==> src/rtl/unidad_aritmetica_seq_if.sv <==
// unidad_aritmetica_seq_if: operand/opcode request and result bus of the arithmetic unit.
// Revision 1.0
`default_nettype none

interface unidad_aritmetica_seq_if #(
  parameter int ANCHO = 32
);
  logic [ANCHO-1:0] datoA;
  logic [ANCHO-1:0] datoB;
  logic [2:0]       operacion;
  logic             start;
  logic [ANCHO-1:0] resultado;
  logic             ready;
  logic             error;

  modport master (
    output datoA, datoB, operacion, start,
    input  resultado, ready, error
  );

  modport slave (
    input  datoA, datoB, operacion, start,
    output resultado, ready, error
  );
endinterface

`default_nettype wire

==> src/rtl/unidad_aritmetica_seq.sv <==
// unidad_aritmetica_seq: multi-cycle unsigned add/sub/mul/div unit; opcode 4 (remainder)
// exists only when CALC_MODULO_EN is defined. Revision 1.0
`default_nettype none

module unidad_aritmetica_seq #(
  parameter int ANCHO = 32
) (
  input  logic                    clk,
  input  logic                    rst_n,
  unidad_aritmetica_seq_if.slave  bus
);

  localparam int             CW       = $clog2(ANCHO);
  localparam logic [CW-1:0]  c_ULTIMO = CW'(ANCHO - 1);

  localparam logic [1:0] S_IDLE = 2'd0;
  localparam logic [1:0] S_CALC = 2'd1;
  localparam logic [1:0] S_DONE = 2'd2;

  localparam logic [2:0] OP_SUMA  = 3'd0;
  localparam logic [2:0] OP_RESTA = 3'd1;
  localparam logic [2:0] OP_MUL   = 3'd2;
  localparam logic [2:0] OP_DIV   = 3'd3;

  logic [1:0]         state_q, state_d;
  logic [ANCHO-1:0]   a_q, a_d, b_q, b_d;
  logic [2:0]         op_q, op_d;
  logic [CW-1:0]      cnt_q, cnt_d;
  logic [2*ANCHO-1:0] acc_q, acc_d;
  logic [ANCHO-1:0]   res_q, res_d;
  logic               ready_q, ready_d;
  logic               error_q, error_d;

  logic               w_es_mod, w_es_div, w_es_mul, w_div_cero, w_iterativa, w_fin;
  logic [ANCHO-1:0]   w_hi, w_lo;
  logic [ANCHO:0]     w_mul_suma, w_div_parcial, w_div_resta, w_suma;
  logic [2*ANCHO-1:0] w_mul_paso, w_div_paso, w_paso;
  logic [ANCHO-1:0]   w_val, w_res_fin;
  logic               w_err;

`ifdef CALC_MODULO_EN
  assign w_es_mod = (op_q == 3'd4);
`else
  assign w_es_mod = 1'b0;
`endif

  assign w_es_mul    = (op_q == OP_MUL);
  assign w_es_div    = (op_q == OP_DIV) || w_es_mod;
  assign w_div_cero  = w_es_div && (b_q == '0);
  assign w_iterativa = (w_es_mul || w_es_div) && !w_div_cero;
  assign w_fin       = !w_iterativa || (cnt_q == c_ULTIMO);

  // acc holds {high, low}: {partial product, multiplier} or {remainder, quotient}
  assign w_hi = acc_q[2*ANCHO-1:ANCHO];
  assign w_lo = acc_q[ANCHO-1:0];

  assign w_mul_suma = {1'b0, w_hi} + {1'b0, (w_lo[0] ? a_q : '0)};
  assign w_mul_paso = {w_mul_suma, w_lo[ANCHO-1:1]};

  assign w_div_parcial = {w_hi, w_lo[ANCHO-1]};
  assign w_div_resta   = w_div_parcial - {1'b0, b_q};
  assign w_div_paso    = w_div_resta[ANCHO]
                       ? {w_div_parcial[ANCHO-1:0], w_lo[ANCHO-2:0], 1'b0}
                       : {w_div_resta[ANCHO-1:0],   w_lo[ANCHO-2:0], 1'b1};
  assign w_paso        = w_es_mul ? w_mul_paso : w_div_paso;

  assign w_suma = {1'b0, a_q} + {1'b0, b_q};

  always_comb begin
    w_err = 1'b0;
    w_val = '0;
    case (op_q)
      OP_SUMA: begin
        w_val = w_suma[ANCHO-1:0];
        w_err = w_suma[ANCHO];
      end
      OP_RESTA: begin
        w_val = a_q - b_q;
        w_err = (a_q < b_q);
      end
      OP_MUL: begin
        w_val = w_paso[ANCHO-1:0];
        w_err = |w_paso[2*ANCHO-1:ANCHO];
      end
      default: begin
        if (w_es_div) begin
          w_err = w_div_cero;
          w_val = w_es_mod ? w_paso[2*ANCHO-1:ANCHO] : w_paso[ANCHO-1:0];
        end else begin
          w_err = 1'b1;
        end
      end
    endcase
  end

  assign w_res_fin = w_err ? '0 : w_val;

  always_ff @(posedge clk or negedge rst_n) begin
    if (!rst_n) begin
      state_q <= S_IDLE;
    end else begin
      state_q <= state_d;
    end
  end

  always_comb begin
    state_d = state_q;
    case (state_q)
      S_IDLE, S_DONE: if (bus.start) state_d = S_CALC;
      S_CALC:         if (w_fin)     state_d = S_DONE;
      default:                       state_d = S_IDLE;
    endcase
  end

  always_comb begin
    a_d     = a_q;
    b_d     = b_q;
    op_d    = op_q;
    cnt_d   = cnt_q;
    acc_d   = acc_q;
    res_d   = res_q;
    ready_d = ready_q;
    error_d = error_q;
    case (state_q)
      S_IDLE, S_DONE: begin
        if (bus.start) begin
          a_d     = bus.datoA;
          b_d     = bus.datoB;
          op_d    = bus.operacion;
          cnt_d   = '0;
          res_d   = '0;
          ready_d = 1'b0;
          error_d = 1'b0;
          acc_d   = (bus.operacion == OP_MUL) ? {{ANCHO{1'b0}}, bus.datoB}
                                              : {{ANCHO{1'b0}}, bus.datoA};
        end
      end
      S_CALC: begin
        cnt_d = cnt_q + CW'(1);
        acc_d = w_paso;
        if (w_fin) begin
          res_d   = w_res_fin;
          error_d = w_err;
          ready_d = 1'b1;
        end
      end
      default: ;
    endcase
  end

  always_ff @(posedge clk or negedge rst_n) begin
    if (!rst_n) begin
      a_q     <= '0;
      b_q     <= '0;
      op_q    <= '0;
      cnt_q   <= '0;
      acc_q   <= '0;
      res_q   <= '0;
      ready_q <= 1'b0;
      error_q <= 1'b0;
    end else begin
      a_q     <= a_d;
      b_q     <= b_d;
      op_q    <= op_d;
      cnt_q   <= cnt_d;
      acc_q   <= acc_d;
      res_q   <= res_d;
      ready_q <= ready_d;
      error_q <= error_d;
    end
  end

  assign bus.resultado = res_q;
  assign bus.ready     = ready_q;
  assign bus.error     = error_q;

endmodule

`default_nettype wire

==> src/flat_wrapper.sv <==
// flat-port wrapper written by rule: the top's interface ports become plain ports
module unidad_aritmetica_seq_flat 
#(
  parameter int ANCHO = 32
)
  (clk, rst_n, bus_datoA, bus_datoB, bus_operacion, bus_start, bus_resultado, bus_ready, bus_error);
  unidad_aritmetica_seq_if #(.ANCHO(ANCHO)) bus_i ();
  input  logic clk;
  input  logic rst_n;
  input wire logic [$bits(bus_i.datoA)-1:0] bus_datoA;
  input wire logic [$bits(bus_i.datoB)-1:0] bus_datoB;
  input wire logic [$bits(bus_i.operacion)-1:0] bus_operacion;
  input wire logic [$bits(bus_i.start)-1:0] bus_start;
  output wire logic [$bits(bus_i.resultado)-1:0] bus_resultado;
  output wire logic [$bits(bus_i.ready)-1:0] bus_ready;
  output wire logic [$bits(bus_i.error)-1:0] bus_error;
  assign bus_i.datoA = bus_datoA;
  assign bus_i.datoB = bus_datoB;
  assign bus_i.operacion = bus_operacion;
  assign bus_i.start = bus_start;
  assign bus_resultado = bus_i.resultado;
  assign bus_ready = bus_i.ready;
  assign bus_error = bus_i.error;
  unidad_aritmetica_seq #(.ANCHO(ANCHO)) u_core (.clk(clk), .rst_n(rst_n), .bus(bus_i));
endmodule
==> config.mk <==
export PLATFORM = sky130hd
export DESIGN_NAME = unidad_aritmetica_seq_flat
export DESIGN_NICKNAME = d
export VERILOG_FILES = /design/src/rtl/unidad_aritmetica_seq_if.sv /design/src/rtl/unidad_aritmetica_seq.sv /design/src/flat_wrapper.sv
export SDC_FILE = /design/constraint.sdc
export NUM_CORES = 1
export LEC_CHECK = 0
export CORE_MARGIN = 2
export CORE_UTILIZATION = 58
export DETAILED_ROUTE_END_ITERATION = 8
export PLACE_DENSITY = 0.76
export SLEW_MARGIN = 20
export SYNTH_ARGS = -nofsm -noshare
export SYNTH_HDL_FRONTEND = slang
export SYNTH_SLANG_ARGS = --single-unit
==> constraint.sdc <==
create_clock -name clk -period 7.4 [get_ports clk]
set_clock_uncertainty 0.15 [all_clocks]
set_input_delay 1.48 -clock clk [delete_from_list [all_inputs] [get_ports clk]]
set_output_delay 1.48 -clock clk [all_outputs]
set_load 0.01 [all_outputs]
==> results of run 1 <==
-- kinds of logic after synthesis --
| group | count (synthesis) |
|---|---|
| AO/OA/AOI/OAI | 754 |
| buffers and inverters | 205 |
| XOR/XNOR | 60 |
| multiplexers | 62 |
| flip-flops | 172 |
| AND/OR/NAND/NOR | 776 |
| adder cells (fa/ha/maj) | 134 |
-- registers in the layout, summed over array words and instances (netlist names) --
register and count:
u_core.bus.error 1, u_core.cnt_q 5, u_core.bus.resultado 32, u_core.acc_q 64, u_core.bus.ready 1, u_core.b_q 32
u_core.a_q 32, u_core.op_q 3, u_core.state_q 2
-- power by group through the flow --
| stage | clock network, mW | logic [mW] | registers [mW] |
|---|---|---|---|
| after floorplan | 0 | 3.59 | 1.56 |
| after global placement | 0 | 4.79 | 1.75 |
| after detailed placement | 0 | 4.87 | 1.76 |
| after CTS | 0.961 | 4.90 | 1.75 |
| after global routing | 0.997 | 5.47 | 1.80 |
| final | 0.959 | 5.04 | 1.78 |
-- metrics by stage --
step	instance area (um2)	instances
final	18200	2564
after global placement	17600	2533
after detailed placement	17600	2533
after floorplan	16500	2163
after CTS	18200	2564
after global routing	18200	2564
-- layout by cell type, fill, tap and decap left out, types with 25 or more instances in the layout --
master | netlist | layout
nand2_1 | 345 | 344
o21ai_0 | 211 | 211
a21oi_1 | 201 | 201
dfrtp_1 | 172 | 170
nor2_1 | 133 | 131
ha_1 | 130 | 130
clkdlybuf4s50_1 | 0 | 102
inv_1 | 76 | 76
mux2i_1 | 53 | 53
nor3_1 | 44 | 43
xnor2_1 | 43 | 43
nand3_1 | 42 | 42
and2_1 | 42 | 41
a21o_1 | 34 | 34
a211oi_1 | 30 | 30
nand2b_1 | 30 | 28
and3_1 | 26 | 26
o211ai_1 | 26 | 26
nor4_1 | 25 | 25
-- layout make-up --
class / count / share of cell area
clock inverter: 10 / 0.00768
multi-input combinational: 1786 / 0.625
timing repair buffer: 120 / 0.0638
inverter: 77 / 0.0158
tap: 378 / 0.0259
clock buffer: 21 / 0.0252
sequential: 172 / 0.236
-- worst max-delay path by stage --
stage,end,slack (ns),cells after the start,from
3_3_place_gp,u_core.bus.resultado[10],1.98,16,u_core.acc_q[0]
4_1_cts,u_core.bus.resultado[28],1.82,16,u_core.acc_q[0]
3_5_place_dp,u_core.bus.resultado[23],1.81,16,u_core.acc_q[0]
5_1_grt,u_core.bus.resultado[27],1.40,15,u_core.acc_q[31]
6_report,u_core.bus.resultado[27],1.62,15,u_core.acc_q[31]
2_1_floorplan,u_core.bus.resultado[8],3.48,17,u_core.acc_q[0]
-- metal layers --
| layer | GRT usage | vias to the layer above | share of wire |
|---|---|---|---|
| met5 | 0 | - | 0 |
| met1 | 0.516 | 8273 | 0.41 |
| li1 | - | 7880 | - |
| met3 | 0.0739 | 169 | 0.091 |
| met2 | 0.609 | 943 | 0.45 |
| met4 | 0.161 | 0 | 0.045 |
-- critical path: cells and delay by family (launching register included) --
kind,cells,cell delay (ns)
buf+inv,1,0.10
flops,1,0.48
compound gates,7,2.85
fa+ha+maj,2,0.37
simple gates,5,1.71
==> impl_results.md, run 1 <==
- Initial drt markers: 2245
- Final Util: 0.653
- Final setup margin: roughly 1.6 ns
- Die width: ~170 um
- Detailed Place HPWL: around 44000 um
- Area growth, synth to finish: 10.6%
- Die area: 29800 um2
- Hold Slack: about 0.33 ns
- Post-synth EDFFs: 0
- Largest net degree at the start of global routing: ~100
- Max cap viols: 0
- CTS clk-pin slew, worst paths: ~0.070 ns
- Fin crit period: between 5 and 6 ns
- First-pass GRT wire length: about 91000 um
- Ranking of synthesized cells by area: dfrtp_1 26%, ha_1 9.9%, nand2_1 7.8%
- Cells along the critical path: inv_1, ha_1, fa_1, nand2b_1, a21oi_1, o31ai_1, o21ai_1, a311oi_4, nand2_2, a311oi_1, o2111ai_1, nor4_1, and4_4, nor2_4, o31ai_2
- Area of the multi-input gates: approximately 11000 um2
- Largest family of logic cells by synthesized area: compound AO/OA/AOI/OAI gates
- CTS Sinks: 172
- Ant diodes: 0
- Synth Flop Type: dfrtp_1
- Hold path cells: 2
- Multiplexer share of the synthesized area: 0.0383
- XOR/XNOR share of the synthesized area: 0.0318
- Largest stage delay, worst path: about 0.9 ns
- Row Count: roughly 60
- Routed via count: 17265
- H-tree depth: 4
- Vias in the first global route: between 15000 and 20000
- Place WS: between 1.5 and 2 ns
- Slowest stage cell, crit path: a311oi_4
- Reg-to-reg critical path startpoint: u_core.acc_q[31]
- Root buffer cell: clkbuf_16
- Mapped Area: between 15000 and 20000 um2
- Register bit total from synthesis: 172
- Vias per std cell: 6.73
- Largest area contributor in the netlist: dfrtp_1
- Tot Pwr: 7.78 mW
- Initial antenna violation count: 0
- Worst Tran Pin Value: approximately 1.0 ns
- Lkg Pwr: around 8 nW
- Worst hold endpoint: u_core.bus.ready
- Routed Wire Length: around 60000 um
- NumNets Final: ~2400
- Post-CTS setup buffer count: 0
- Initial core utilization: 0.591
- Antenna-violating nets left: 0
- Gate power share: 0.648
- Final period util: 0.781
- Setup TNS: 0 ns
- I/O Buffers: 103
- Top-area cell type share of the netlist area: 0.261
- Synth cell types: slightly below 90
- Die height: between 150 and 200 um
- Reg2reg setup slack: ~1.6 ns
- CTS tree: yes
- Reg2Reg Depth: 15
- CP Max Fanout: 31
- CTS max path bufs: 2
- Clock power share: 0.123
- CP endpoint kind: flip-flop
- Fill cells: between 2000 and 3000
- Net Sw Power: slightly above 4 mW
- Fmax achieved: 173 MHz
- Net Sw Frac: 0.521
- Simple-gate share of the synthesized area: 0.218
- Total core area: about 28000 um2
- # IOs: around 100
- Layout cells sized above 1: 0.0531
- P per Cell Area: approximately 430 nW/um2
- Register area: roughly 4300 um2
- Final Slew Violations: 0
- Count leader, synth: nand2_1
- Drt first pass iters: 9
- Req. time, crit path: ~7.6 ns
- All-layer global routing usage: 0.384
- # setup viols final: 0
- Sequential Power Share: 0.229
- Final hold violation count: 0
- Adder-cell share of the synthesized area: 0.103
- Reg-to-reg endpoint: u_core.bus.resultado[27]
- Post-cts resize count: 0
- RePlAce Congestion: between 1 and 1.5
- Routed len/inst: 22.8 um
- Unrepaired setup endpoints after global routing: false
- Synth Instances: about 2200
- Post-synth top cells: 345 x nand2_1, 211 x o21ai_0, 201 x a21oi_1, 172 x dfrtp_1, 133 x nor2_1
- Avg Cell Area, Syn: between 7 and 8 um2
- Hold_buf cts: 0
- Worst slew margin relative to its limit: 0.302
- FFs w/ async S/R, synth: 1.00
- WP data arrival: roughly 6 ns
- Synth warnings: 0
- Compound-Gate Fraction of Synth Area: 0.297
- Startpoint Class: flip-flop
- Hold crit path type: reg2reg
- Clock latency at the later pin of the worst-skew pair: 0.45 ns
- Remaining DRCs: 0
- Status: complete, no violations
- Cts bufs inserted: 17
- Internal power: 3.73 mW
- Crit Path Class: reg2reg
- Sequential area share after synthesis: 0.261
- Hold Crit Start: u_core.bus.ready
- Max rail drop VDD: ~0.21 mV
- Synth Net Count: 2367
- Total grt overflow: 0
Note: power is estimated with default switching activity, not from simulation.
==> run 2: changes to the inputs <==
CORE_UTILIZATION = 56   (was 58)
PLACE_DENSITY = 0.77   (was 0.76)
clock period = 5.3 ns   (was 7.4 ns; I/O delays follow)
==> run 2 against run 1 <==
  * Non-clock buffer count is 25 higher
  * Sequential share of layout area is 0.25 points lower
  * Fmax is 15% higher
  * Largest cell class unchanged
  * Die area is 3.5% higher
  * First-iteration DRC count is 9.0% lower
  * Highest routed layer is now met5
  * Clock power is 32% higher
  * Worst setup slack worse by 1.3 ns
  * Design area is 1.0% higher
  * Via count is 0.27% higher
  * Combinational power is 44% higher
==> impl_results.md, run 2 (synthesized netlist as in run 1, its figures left out) <==
- Status: complete, no violations (unchanged)
- Remaining DRCs: 0 (unchanged)
- Vias per std cell: 6.67 (was 6.73)
- I/O Buffers: 103 (unchanged)
- Most frequent cells in the layout: 344 x nand2_1, 211 x o21ai_0, 201 x a21oi_1 (unchanged)
- CTS tree: yes (unchanged)
- Ant diodes: 0 (unchanged)
- Cells along the critical path: inv_1, ha_1, o211ai_1, a21oi_1, o31ai_2, o21ai_1, a311o_2, nor2_2, buf_4, a31oi_1, a2111oi_0, and4_1, and4_4, nor2_4, o31ai_2 (was inv_1, ha_1, fa_1, nand2b_1, a21oi_1, o31ai_1, o21ai_1, a311oi_4, nand2_2, a311oi_1, o2111ai_1, nor4_1, and4_4, nor2_4, o31ai_2)
- Max reg flops: 64 (unchanged)
- Root buffer cell: clkbuf_16 (unchanged)
- Final Slew Violations: 0 (unchanged)
- Slowest stage cell, crit path: a311o_2 (was a311oi_4)
- # IOs: 104 (unchanged)
- All-layer global routing usage: 0.380 (was 0.384)
- CP most frequent cell: o31ai_2
- Hold_buf cts: 0 (unchanged)
- P per Cell Area: 597 nW/um2 (was 427 nW/um2)
- Largest stage delay, worst path: 0.52 ns (was 0.88 ns)
- Design area: 18400 um2 (was 18200 um2)
- Largest net degree at the start of global routing: 105 (was 104)
- Area growth, synth to finish: 11.7% (was 10.6%)
- Post-CTS setup buffer count: 0 (unchanged)
- # setup viols final: 0 (unchanged)
- Row Count: 62 (was 61)
- Max rail drop VDD: 0.273 mV (was 0.213 mV)
- Unrepaired setup endpoints after global routing: false (unchanged)
- Clock latency at the later pin of the worst-skew pair: 0.46 ns (was 0.45 ns)
- Die width: 176 um (was 173 um)
- Initial antenna violation count: 1 (was 0)
- Lkg Pwr: 8.22 nW (was 8.11 nW)
- Worst slew margin relative to its limit: 0.300 (was 0.302)
- Top reg by flops: u_core.acc_q (unchanged)
- Fmax achieved: 199 MHz (was 173 MHz)
- Die area: 30900 um2 (was 29800 um2)
- Most common cell after layout, fill and taps aside: nand2_1 (unchanged)
- H-tree depth: 4 (unchanged)
- CP Max Fanout: 15 (was 31)
- Req. time, crit path: 5.50 ns (was 7.61 ns)
- Final period util: 0.948 (was 0.781)
- Final Util: 0.639 (was 0.653)
- Hold crit path type: reg2reg (unchanged)
- RePlAce Congestion: 1.00 (was 1.01)
- Detailed Place HPWL: 45500 um (was 44000 um)
- CTS max path bufs: 2 (unchanged)
- CTS clk-pin slew, worst paths: 0.07 ns (about the same)
- CTS Sinks: 172 (unchanged)
- Vias in the first global route: 16448 (was 15911)
- Post-cts resize count: 0 (unchanged)
- First-pass GRT wire length: 91100 um (was 90700 um)
- CP endpoint kind: flip-flop (unchanged)
- Routed via count: 17311 (was 17265)
- Area after DPL: 17800 um2 (was 17600 um2)
- Total grt overflow: 0 (unchanged)
- Final hold violation count: 0 (unchanged)
- Worst Tran Pin Value: 1.05 ns (about the same)
- Routed len/inst: 22.9 um (was 22.8 um)
- Routed Wire Length: 59400 um (was 58400 um)
- Crit Path Class: reg2reg (unchanged)
- Startpoint Class: flip-flop (unchanged)
- Setup TNS: 0 ns (unchanged)
- Fill cells: 2628 (was 2513)
- WP data arrival: 5.23 ns (was 5.98 ns)
- Hold Slack: 0.327 ns (was 0.329 ns)
- Initial drt markers: 2044 (was 2245)
- Initial core utilization: 0.572 (was 0.591)
- NumNets Final: 2404 (was 2378)
- Cts bufs inserted: 17 (unchanged)
- Layout cells sized above 1: 0.0655 (was 0.0531)
- Fin crit period: 5.02 ns (was 5.78 ns)
- Drt first pass iters: 6 (was 9)
- Total core area: 28900 um2 (was 27900 um2)
- Antenna-violating nets left: 0 (unchanged)
- Max cap viols: 0 (unchanged)
- Fin cells: 2597 (was 2564)
- Die height: 176 um (was 173 um)
- Dpl cells: 2564 (was 2533)
[run 2: changes by cell type in the layout (fill, tap and decap cells not counted), moves of 2 or more]
| cell | previous run | this run |
|---|---|---|
| buf_4 | 16 | 41 |
| bufinv_16 | 3 | 1 |
| clkbuf_1 | 2 | 0 |
| inv_6 | 1 | 5 |
[run 2: area by class of cell]
class / instances / area (um2) / area share
inverter: 77 / 289 / 0.0157
clock buffer: 18 / 439 / 0.0238
clock inverter: 14 / 135 / 0.00733
tap: 384 / 480 / 0.0261
sequential: 172 / 4310 / 0.234
timing repair buffer: 145 / 1360 / 0.0738
multi-input combinational: 1787 / 11400 / 0.620
[run 2: per-stage QoR]
step / setup WS [ns] / total power, mW
global route: 0.0283 / 11.7
finish: 0.276 / 11.0
floorplan: 1.38 / 7.19
detailed placement: 0.193 / 9.46
CTS: 0.166 / 10.8
global placement: 0.399 / 9.36
[run 2: where the power goes]
| group | internal, mW | total (mW) | switching (mW) |
|---|---|---|---|
| Clock | 0.670 | 1.27 | 0.603 |
| Combinational | 2.79 | 7.25 | 4.46 |
| Sequential | 1.77 | 2.47 | 0.698 |
[run 2: path summary, 6_finish.rpt]
kind                                      endpoint  cells after the start  slack [ns]              from
setup / recovery           u_core.bus.resultado[1]                     15        0.28     u_core.b_q[3]
hold / removal                    u_core.bus.ready                      2        0.33  u_core.bus.ready
setup reg to reg           u_core.bus.resultado[1]                     15        0.28     u_core.b_q[3]
hold reg to reg                   u_core.bus.ready                      2        0.33  u_core.bus.ready
max in group asynchronous           u_core.b_q[31]                      2        3.54             rst_n
min in group asynchronous          u_core.acc_q[2]                      1        0.46             rst_n
[run 2: worst max-delay path: cells and delay by family (launching register included)]
family | cells | cell delay (ns)
AOI/OAI and AO/OA | 8 | 2.47
and+or+nand+nor | 4 | 1.26
DFF | 1 | 0.40
buffers and inverters | 2 | 0.36
adders and majority gates | 1 | 0.29
[run 2: metal layers]
layer	vias up	GRT usage	part of all wire
met5	-	0	0.00013
met4	2	0.200	0.057
met3	176	0.0673	0.095
met2	994	0.594	0.44
met1	8213	0.502	0.40
li1	7926	-	-
==> run 3: changes to the inputs <==
MAX_ROUTING_LAYER = met4   (was default)
SLEW_MARGIN = 30   (was 20)
==> run 3 against run 2 <==
  * Worst setup slack worse by 0.099 ns
  * Flip-flop and latch count is the same
  * Global-route usage is 2.6 points higher
  * Critical path type unchanged
  * Fmax is 1.9% lower
  * Sequential share of layout area shrank 0.074 points
  * Largest cell class unchanged
  * Combinational power up 2%
==> impl_results.md, run 3 (synthesized netlist as in run 1, its figures left out) <==
- Status: complete, no violations (unchanged)
- Hold crit path type: reg2reg (unchanged)
- CTS clk-pin slew, worst paths: 0.08 ns (was 0.07 ns)
- RePlAce Congestion: 1.02 (was 1.00)
- Final Slew Violations: 0 (unchanged)
- Row Count: 62 (unchanged)
- Largest net degree at the start of global routing: 99 (was 105)
- Net Sw Power: 5.78 mW (was 5.77 mW)
- Area growth, synth to finish: 12.0% (was 11.7%)
- P per Cell Area: 597 nW/um2 (about the same)
- Vias per std cell: 6.62 (was 6.67)
- Slowest stage cell, crit path: dfrtp_1 (was a311o_2)
- First-pass GRT wire length: 93900 um (was 91100 um)
- Remaining DRCs: 0 (unchanged)
- Root buffer cell: clkbuf_16 (unchanged)
- Lkg Pwr: 8.25 nW (was 8.22 nW)
- Cts bufs inserted: 17 (unchanged)
- GR peak layer: met2 (unchanged)
- Antenna-violating nets left: 0 (unchanged)
- CP Max Fanout: 15 (unchanged)
- Initial antenna violation count: 1 (unchanged)
- Final hold violation count: 0 (unchanged)
- Fin crit period: 5.12 ns (was 5.02 ns)
- H-tree depth: 4 (unchanged)
- Setup TNS: 0 ns (unchanged)
- Hold_buf cts: 0 (unchanged)
- GRT met3 Usage: 0.0630 (was 0.0673)
- Detailed Place HPWL: 46600 um (was 45500 um)
- Cells along the critical path: and2_1, ha_1, inv_1, fa_1, nand2b_1, a21oi_2, o21ai_1, o22ai_1, buf_4, nor4_2, or3_1, a21oi_1, nand4_1, nor4_1, and4_4, nor2_4, o31ai_2 (was inv_1, ha_1, o211ai_1, a21oi_1, o31ai_2, o21ai_1, a311o_2, nor2_2, buf_4, a31oi_1, a2111oi_0, and4_1, and4_4, nor2_4, o31ai_2)
- Clock power share: 0.112 (was 0.116)
- Net Sw Frac: 0.524 (about the same)
- Initial core utilization: 0.572 (unchanged)
- Vias in the first global route: 16193 (was 16448)
- Req. time, crit path: 5.51 ns (was 5.50 ns)
- Startpoint Class: flip-flop (unchanged)
- Drt first pass iters: 6 (unchanged)
- Max rail drop VDD: 0.299 mV (was 0.273 mV)
- Worst Tran Pin Value: 1.03 ns (was 1.05 ns)
- Largest stage delay, worst path: 0.53 ns (was 0.52 ns)
- Top reg by flops: u_core.acc_q (unchanged)
- Die height: 176 um (unchanged)
- Layout cells sized above 1: 0.0663 (was 0.0655)
- Final period util: 0.967 (was 0.948)
- Routed via count: 17237 (was 17311)
- Most common cell after layout, fill and taps aside: nand2_1 (unchanged)
- Max cap viols: 0 (unchanged)
- Max reg flops: 64 (unchanged)
- Met1 Use GR: 0.540 (was 0.502)
- All-layer global routing usage: 0.405 (was 0.380)
- Fmax achieved: 195 MHz (was 199 MHz)
- Die width: 176 um (unchanged)
- Worst slew margin relative to its limit: 0.309 (was 0.300)
- Met2 usage: 0.628 (was 0.594)
- CTS tree: yes (unchanged)
- NumNets Final: 2410 (was 2404)
- Internal power: 5.25 mW (was 5.23 mW)
- Initial drt markers: 2234 (was 2044)
- # IOs: 104 (unchanged)
- CP endpoint kind: flip-flop (unchanged)
- I/O Buffers: 103 (unchanged)
- Gate power share: 0.671 (was 0.660)
- Clock latency at the later pin of the worst-skew pair: 0.46 ns (about the same)
- CTS Sinks: 172 (unchanged)
- Crit path buf inv count: 2 (unchanged)
- CTS max path bufs: 2 (unchanged)
- Total core area: 28900 um2 (unchanged)
- Final Util: 0.641 (was 0.639)
- Unrepaired setup endpoints after global routing: false (unchanged)
- Final setup margin: 0.177 ns (was 0.276 ns)
- Routed Wire Length: 61200 um (was 59400 um)
- WP data arrival: 5.34 ns (was 5.23 ns)
- Die area: 30900 um2 (unchanged)
- # setup viols final: 0 (unchanged)
- Routed len/inst: 23.5 um (was 22.9 um)
- Most frequent cells in the layout: 344 x nand2_1, 211 x o21ai_0, 200 x a21oi_1 (was 344 x nand2_1, 211 x o21ai_0, 201 x a21oi_1)
- Place WS: 0.208 ns (was 0.193 ns)
- Crit-path leading delay family: simple AND/OR/NAND/NOR gates (was compound AO/OA/AOI/OAI gates)
- Sequential Power Share: 0.217 (was 0.225)
- Total grt overflow: 0 (unchanged)
- Crit Path Class: reg2reg (unchanged)
run 3: changes by cell type in the layout (fill, tap and decap cells not counted):
cell / before / now
a21oi_1: 201 / 200
a21oi_2: 5 / 6
buf_12: 1 / 4
buf_4: 41 / 44
buf_6: 1 / 0
clkbuf_1: 0 / 4
clkbuf_8: 1 / 3
clkinv_2: 2 / 3
clkinv_4: 2 / 0
diode_2: 0 / 1
inv_6: 5 / 0
inv_8: 1 / 0
nor4_1: 25 / 24
nor4_2: 0 / 1
run 3: final cells by class:
cell class,count,area [um2]
antenna,1,2.50
multi-input combinational,1787,11400
timing repair buffer,151,1450
sequential,172,4310
inverter,77,289
fill,2608,10400
clock inverter,7,67.6
tap,384,480
clock buffer,23,468
run 3: per-stage QoR:
step | hold slack (ns) | power (mW) | cells | cell area [um2]
floorplan | 0.299 | 7.19 | 2163 | 16500
global placement | 0.311 | 9.44 | 2570 | 17900
detailed placement | 0.332 | 9.54 | 2570 | 17900
CTS | 0.345 | 10.8 | 2600 | 18500
global route | 0.373 | 11.7 | 2602 | 18500
finish | 0.344 | 11.0 | 2602 | 18500
run 3: worst min-delay path: stages (launching register included):
cell and delay [ns]:
dfrtp_1 0.35, nand2_1 0.06, nand2_1 0.06
run 3: path summary, 6_finish.rpt:
path	startpoint	to	slack (ns)	cells past startpoint
max in group asynchronous	rst_n	u_core.op_q[0]	3.55	2
max	u_core.acc_q[0]	u_core.bus.resultado[2]	0.18	17
min	u_core.bus.ready	u_core.bus.ready	0.34	2
min in group asynchronous	rst_n	u_core.acc_q[6]	0.51	1
max reg2reg	u_core.acc_q[0]	u_core.bus.resultado[2]	0.18	17
min reg2reg	u_core.bus.ready	u_core.bus.ready	0.34	2
run 3: per-layer routing:
| layer | up-vias | share of wire | wire, um |
|---|---|---|---|
| li1 | 7940 | - | - |
| met1 | 8239 | 0.42 | 25900 |
| met2 | 923 | 0.45 | 27600 |
| met3 | 135 | 0.090 | 5490 |
| met4 | 0 | 0.037 | 2260 |
| met5 | - | 0 | 0 |
run 3: power by group through the flow:
stage / registers [mW] / clock network (mW) / logic [mW]
5_1_grt: 2.44 / 1.28 / 8.01
6_report: 2.40 / 1.24 / 7.40
3_3_place_gp: 2.37 / 0 / 7.08
3_5_place_dp: 2.38 / 0 / 7.16
4_1_cts: 2.36 / 1.24 / 7.20
2_1_floorplan: 2.18 / 0 / 5.01
run 3: repair_timing:
action | CTS | global route
endpoints found under the setup margin | 0 | 31
setup buffers | 0 | 0
gates resized for setup | 0 | 4
